$ cat src/rtl/error_metric_accum.sv
`default_nettype none
// ============================================================================
//  Module   : error_metric_accum
//  Purpose  : Measurement engine for an approximate 8x8 multiplier. Accepts
//             NUM_SAMPLES (a, b, p_apx) samples per run, compares p_apx with
//             the exact product and accumulates error statistics.
//  Revision : 1.0 - initial release
// ============================================================================
module error_metric_accum #(
    parameter int NUM_SAMPLES = 10000
) (
    input  logic        clk,
    input  logic        rst,
    input  logic        start,
    input  logic        in_valid,
    output logic        in_ready,
    input  logic [7:0]  a,
    input  logic [7:0]  b,
    input  logic [15:0] p_apx,
    output logic        busy,
    output logic        done,
    output logic [15:0] err_count,
    output logic [31:0] sum_ed_abs,
    output logic [32:0] sum_ed,
    output logic [15:0] max_ed,
    output logic [15:0] sample_count
);

    localparam logic [1:0]  c_ST_IDLE  = 2'd0;
    localparam logic [1:0]  c_ST_RUN   = 2'd1;
    localparam logic [1:0]  c_ST_DRAIN = 2'd2;
    localparam logic [1:0]  c_ST_DONE  = 2'd3;
    localparam logic [15:0] c_LAST_SAMPLE = 16'(NUM_SAMPLES - 1);

    logic [1:0]  state_q, state_d;

    // Stage 1: exact product and returned product
    logic        s1_valid_q, s1_valid_d;
    logic [15:0] s1_exact_q, s1_exact_d;
    logic [15:0] s1_papx_q,  s1_papx_d;

    // Stage 2: signed error distance and its magnitude
    logic        s2_valid_q, s2_valid_d;
    logic [16:0] s2_diff_q,  s2_diff_d;
    logic [15:0] s2_abs_q,   s2_abs_d;

    // Result accumulators
    logic [15:0] err_count_q,    err_count_d;
    logic [31:0] sum_ed_abs_q,   sum_ed_abs_d;
    logic [32:0] sum_ed_q,       sum_ed_d;
    logic [15:0] max_ed_q,       max_ed_d;
    logic [15:0] sample_count_q, sample_count_d;

    logic        w_accept;
    logic        w_launch;
    logic [16:0] w_diff;
    logic [16:0] w_neg_diff;

    assign w_accept   = in_valid && (state_q == c_ST_RUN);
    assign w_launch   = start && ((state_q == c_ST_IDLE) || (state_q == c_ST_DONE));
    // Zero-extend both operands so the 17-bit difference is exact two's complement
    assign w_diff     = {1'b0, s1_exact_q} - {1'b0, s1_papx_q};
    assign w_neg_diff = 17'd0 - w_diff;

    // Run control: the last accepted sample moves to DRAIN; DRAIN ends once
    // both pipeline stages are empty, i.e. the edge after the final update.
    always_comb begin
        state_d = state_q;
        case (state_q)
            c_ST_IDLE:  if (start) state_d = c_ST_RUN;
            c_ST_RUN:   if (w_accept && (sample_count_q == c_LAST_SAMPLE)) state_d = c_ST_DRAIN;
            c_ST_DRAIN: if (!s1_valid_q && !s2_valid_q) state_d = c_ST_DONE;
            c_ST_DONE:  if (start) state_d = c_ST_RUN;
            default:    state_d = c_ST_IDLE;
        endcase
    end

    // Pipeline next-state: stage 1 captures accepted samples, stage 2 forms the error
    always_comb begin
        s1_valid_d = w_accept;
        s1_exact_d = s1_exact_q;
        s1_papx_d  = s1_papx_q;
        if (w_accept) begin
            s1_exact_d = 16'(a) * 16'(b);
            s1_papx_d  = p_apx;
        end
        s2_valid_d = s1_valid_q;
        s2_diff_d  = s2_diff_q;
        s2_abs_d   = s2_abs_q;
        if (s1_valid_q) begin
            s2_diff_d = w_diff;
            s2_abs_d  = w_diff[16] ? w_neg_diff[15:0] : w_diff[15:0];
        end
    end

    // Accumulator next-state: cleared on the launching edge, updated only by valid stage-2 data
    always_comb begin
        err_count_d    = err_count_q;
        sum_ed_abs_d   = sum_ed_abs_q;
        sum_ed_d       = sum_ed_q;
        max_ed_d       = max_ed_q;
        sample_count_d = sample_count_q;
        if (w_launch) begin
            err_count_d    = 16'd0;
            sum_ed_abs_d   = 32'd0;
            sum_ed_d       = 33'd0;
            max_ed_d       = 16'd0;
            sample_count_d = 16'd0;
        end else begin
            if (w_accept) begin
                sample_count_d = sample_count_q + 16'd1;
            end
            if (s2_valid_q) begin
                if (s2_diff_q != 17'd0) begin
                    err_count_d = err_count_q + 16'd1;
                end
                sum_ed_abs_d = sum_ed_abs_q + {16'd0, s2_abs_q};
                sum_ed_d     = sum_ed_q + {{16{s2_diff_q[16]}}, s2_diff_q};
                if (s2_abs_q > max_ed_q) begin
                    max_ed_d = s2_abs_q;
                end
            end
        end
    end

    // State registers; reset discards in-flight samples and clears every result
    always_ff @(posedge clk) begin
        if (rst) begin
            state_q        <= c_ST_IDLE;
            s1_valid_q     <= 1'b0;
            s1_exact_q     <= 16'd0;
            s1_papx_q      <= 16'd0;
            s2_valid_q     <= 1'b0;
            s2_diff_q      <= 17'd0;
            s2_abs_q       <= 16'd0;
            err_count_q    <= 16'd0;
            sum_ed_abs_q   <= 32'd0;
            sum_ed_q       <= 33'd0;
            max_ed_q       <= 16'd0;
            sample_count_q <= 16'd0;
        end else begin
            state_q        <= state_d;
            s1_valid_q     <= s1_valid_d;
            s1_exact_q     <= s1_exact_d;
            s1_papx_q      <= s1_papx_d;
            s2_valid_q     <= s2_valid_d;
            s2_diff_q      <= s2_diff_d;
            s2_abs_q       <= s2_abs_d;
            err_count_q    <= err_count_d;
            sum_ed_abs_q   <= sum_ed_abs_d;
            sum_ed_q       <= sum_ed_d;
            max_ed_q       <= max_ed_d;
            sample_count_q <= sample_count_d;
        end
    end

    assign in_ready     = (state_q == c_ST_RUN);
    assign busy         = (state_q == c_ST_RUN) || (state_q == c_ST_DRAIN);
    assign done         = (state_q == c_ST_DONE);
    assign err_count    = err_count_q;
    assign sum_ed_abs   = sum_ed_abs_q;
    assign sum_ed       = sum_ed_q;
    assign max_ed       = max_ed_q;
    assign sample_count = sample_count_q;

endmodule
`default_nettype wire

$ cat config.mk
export PLATFORM = sky130hd
export DESIGN_NAME = error_metric_accum
export DESIGN_NICKNAME = d
export VERILOG_FILES = /design/src/rtl/error_metric_accum.sv
export SDC_FILE = /design/constraint.sdc
export NUM_CORES = 1
export LEC_CHECK = 0
export CAP_MARGIN = 20
export CORE_ASPECT_RATIO = 0.6
export CORE_MARGIN = 2
export CORE_UTILIZATION = 45
export DETAILED_ROUTE_END_ITERATION = 6
export PLACE_DENSITY = 0.79
export RECOVER_POWER = 100
export SLEW_MARGIN = 15
export SYNTH_ARGS = -nofsm -noshare
export SYNTH_HDL_FRONTEND = slang
export SYNTH_SLANG_ARGS = --single-unit
$ cat constraint.sdc
create_clock -name clk -period 4.4 [get_ports clk]
set_clock_uncertainty 0.05 [all_clocks]
set_input_delay 0.88 -clock clk [delete_from_list [all_inputs] [get_ports clk]]
set_output_delay 0.88 -clock clk [all_outputs]
set_load 0.02 [all_outputs]
==> run metrics <==
status=finished, final reports clean; CP peak stage delay=~0.52 ns; Max Root-Sink Buffers=2; final count of negative-setup-slack endpoints=0; Worst-Margin Slew=just over 1 ns; cell depth of the worst setup path=19; Seq/Total Area, Yosys=28.6%; Die Area=around 0.030 mm²; Hold Crit Depth=2; Num CTS Buffers=17; area leader, netlist=dfxtp_1; met3 routed WL=between 2000 and 2500 µm; Crit path max-delay family=adder cells; Final Critical Period=4.35 ns; die width=221 µm; most used cell, CP=fa_1; CP Buf/Inv Count=6; Tcrit/Tclk final=between 90% and 100%; largest net degree at the start of global routing=60; total track usage=between 20% and 30%; CP Capture Type=flip-flop; EDFF count, synth=0; vias in the first global route=between 10000 and 15000; fmax=around 0.23 GHz; top post-synthesis cells by area=dfxtp_1 (29%), ha_1 (12%), fa_1 (6.2%), nor2_1 (5.2%), a21oi_1 (4.8%); YS warnings=0; via count=about 11000; vias per std cell=approximately 5.4; Synth Area in Compound Gates=about 17%; Die Height=about 130 µm; Fin. Hold Viols=0; detailed placer's ending HPWL=~25000 µm; Setup Crit Path Kind=input port to flip-flop; nets=~1900; Area growth syn-to-layout=23.0%; Hold Crit Class=flip-flop to flip-flop; simple-gate portion of the synthesized area=20.2%; Slew Limit Fails=0; VDD IR-drop max=around 0.00035 V; post-route DRC violation count=0; Mapped Area=0.0127 mm²; total power=7.33 mW; number of max-cap violations=0; initial antenna violation count=0; most common cell after layout, fill and taps aside=dfxtp_1; core box area=between 0.02 and 0.03 mm²; FF+latch count, synth=181; Top Metal Used=met4; Detail Route Antenna Nets=0; r2r setup slk=~0.76 ns; syn_nets=1744; mux cell area share after synthesis=3.24%; first-pass GRT wire length=approximately 54000 µm; I/O Buffers=~150; RSZ-0062 raised after global routing=yes; hold_sp=s1_exact_q[0]; Clock Tree Root=clkbuf_16; initial core utilization=between 40% and 50%; WHS Endpoint=s1_exact_q[0]; CP max-delay cell=fa_1; largest family of logic cells by synthesized area=simple AND/OR/NAND/NOR gates; Power Dens Cells=roughly 470 mW/mm²; commonest non-fill, non-tap cells in the layout=dfxtp_1 (179), nor2_1 (172), nand2_1 (139), clkdlybuf4s50_1 (133), inv_1 (119); required time of the critical path=4.73 ns; Worst Path Arrival=4.67 ns; Pre-antenna DRT Iters=6; Slew headroom=31.1%; Detailed Route WL=between 30000 and 40000 µm; Remaining Overflow, GRT=0; library cells used by synthesis=61; drt first-iter violations=about 700; r2r worst-path depth=12; Synth top area share=28.6%; ys flop type=dfxtp_1; final std cells w/o fill=between 2000 and 2500; clk sinks=181; met1 WL=16500 µm; CTS tree=built; CP max FO=6; RePlAce Congestion=between 0.9 and 1; clk slew on worst S/H paths=0.07 ns; per-cell routed wire length=roughly 16 µm; synthesized area per cell=about 8 µm²; H-tree Lvls=4; Worst R2R Start=s2_diff_q[0]; Mapped Cells=roughly 1500; met2 routed WL=between 10000 and 15000 µm; startpoint types=input port; ys async rst share=0%; Hold Buf Count CTS=0; placement row count=47; Synth Area in XOR/XNOR=around 7.3%; layout cells sized above 1=8.88%; leakage power=roughly 6.4 nW; Skew-Pair Late Insertion Delay=0.45 ns; Ports=between 150 and 200; placed insts=between 2000 and 2500; crit-path cells=buf_8, and2_4, fa_1, inv_1, fa_1, inv_1, fa_1, inv_1, fa_1, inv_2, ha_4, a21boi_4, o21ai_2, a21oi_2, buf_4, a211oi_4, xnor2_1, nand2_1, a21oi_2; RR Endpoint=sum_ed_abs[20]; Post-Synth Adder-Cell Area=around 18%
[flip-flops by register name (all words and copies together) (netlist names), 15 cells and up]
| name | count |
|---|---|
| sum_ed | 33 |
| sum_ed_abs | 32 |
| s2_diff_q | 17 |
| err_count | 16 |
| max_ed | 16 |
| s1_exact_q | 16 |
| s1_papx_q | 16 |
| sample_count | 16 |
| s2_abs_q | 15 |
[worst max-delay path by stage]
stage,start,end,slack [ns]
6_report,a[5],s1_exact_q[13],0.05
2_1_floorplan,b[2],s1_exact_q[15],-0.05
3_3_place_gp,b[4],s1_exact_q[15],-0.84
3_5_place_dp,b[4],s1_exact_q[15],-0.98
4_1_cts,a[4],s1_exact_q[13],0.001
5_1_grt,b[6],s1_exact_q[13],-0.08
[what timing repair did]
item / CTS / global route
pin swaps: 20 / 34
gates resized for setup: 64 / 37
buffers inserted: 3 / 4
endpoints found under the setup margin: 7 / 6
[per-stage QoR]
step                      setup WS (ns)  TNS, ns  utilization, %  hold WS (ns)  area, µm²
after floorplan                 -0.0502  -0.0535               -         0.382      12700
after global placement           -0.835    -5.89            53.7         0.393      14800
after detailed placement         -0.981    -6.84            53.7         0.401      14800
after CTS                       0.00116        0            56.0         0.410      15500
after global routing            -0.0806   -0.226            56.4         0.432      15600
final                            0.0548        0            56.4         0.407      15600
[synth_stat cells (41+ instances only)]
cell type / n
a21oi_1: 122
and2_1: 50
clkbuf_1: 44
dfxtp_1: 181
ha_1: 123
inv_1: 121
mux2i_1: 41
nand2_1: 139
nand3_1: 55
nor2_1: 174
o21ai_0: 48
xnor2_1: 53
xor2_1: 53
[tightest hold or removal path, cell delays in order (launching register included)]
cell     delay (ns)
dfxtp_1        0.31
nand2_1        0.05
a21oi_1        0.05
[per-layer routing]
layer | up-vias | GRT usage [%]
li1 | 5679 | -
met1 | 5346 | 33.2
met2 | 312 | 32.2
met3 | 32 | 5.83
met4 | 0 | 4.93
met5 | - | 0
[final cells by class]
cell class              count  area, µm²
diodes                      1       2.50
well taps                 367        459
repair buffers            201       1850
inverters                 122        458
fillers                  2496      12100
clock inverters            12        119
clock buffers              20        457
multi-input cells        1187       8610
flip-flops and latches    181       3630
[where the power goes]
group	switching (mW)	total, mW	internal (mW)
clock network	0.698	1.52	0.820
logic	2.28	3.92	1.64
registers	0.139	1.89	1.75
[cell families after synthesis]
family | after synthesis
simple gates | 542
compound gates | 336
xor+xnor | 106
mux | 41
buf+inv | 178
fa+ha+maj | 162
flops | 181
(Power assumes the default switching activity.)
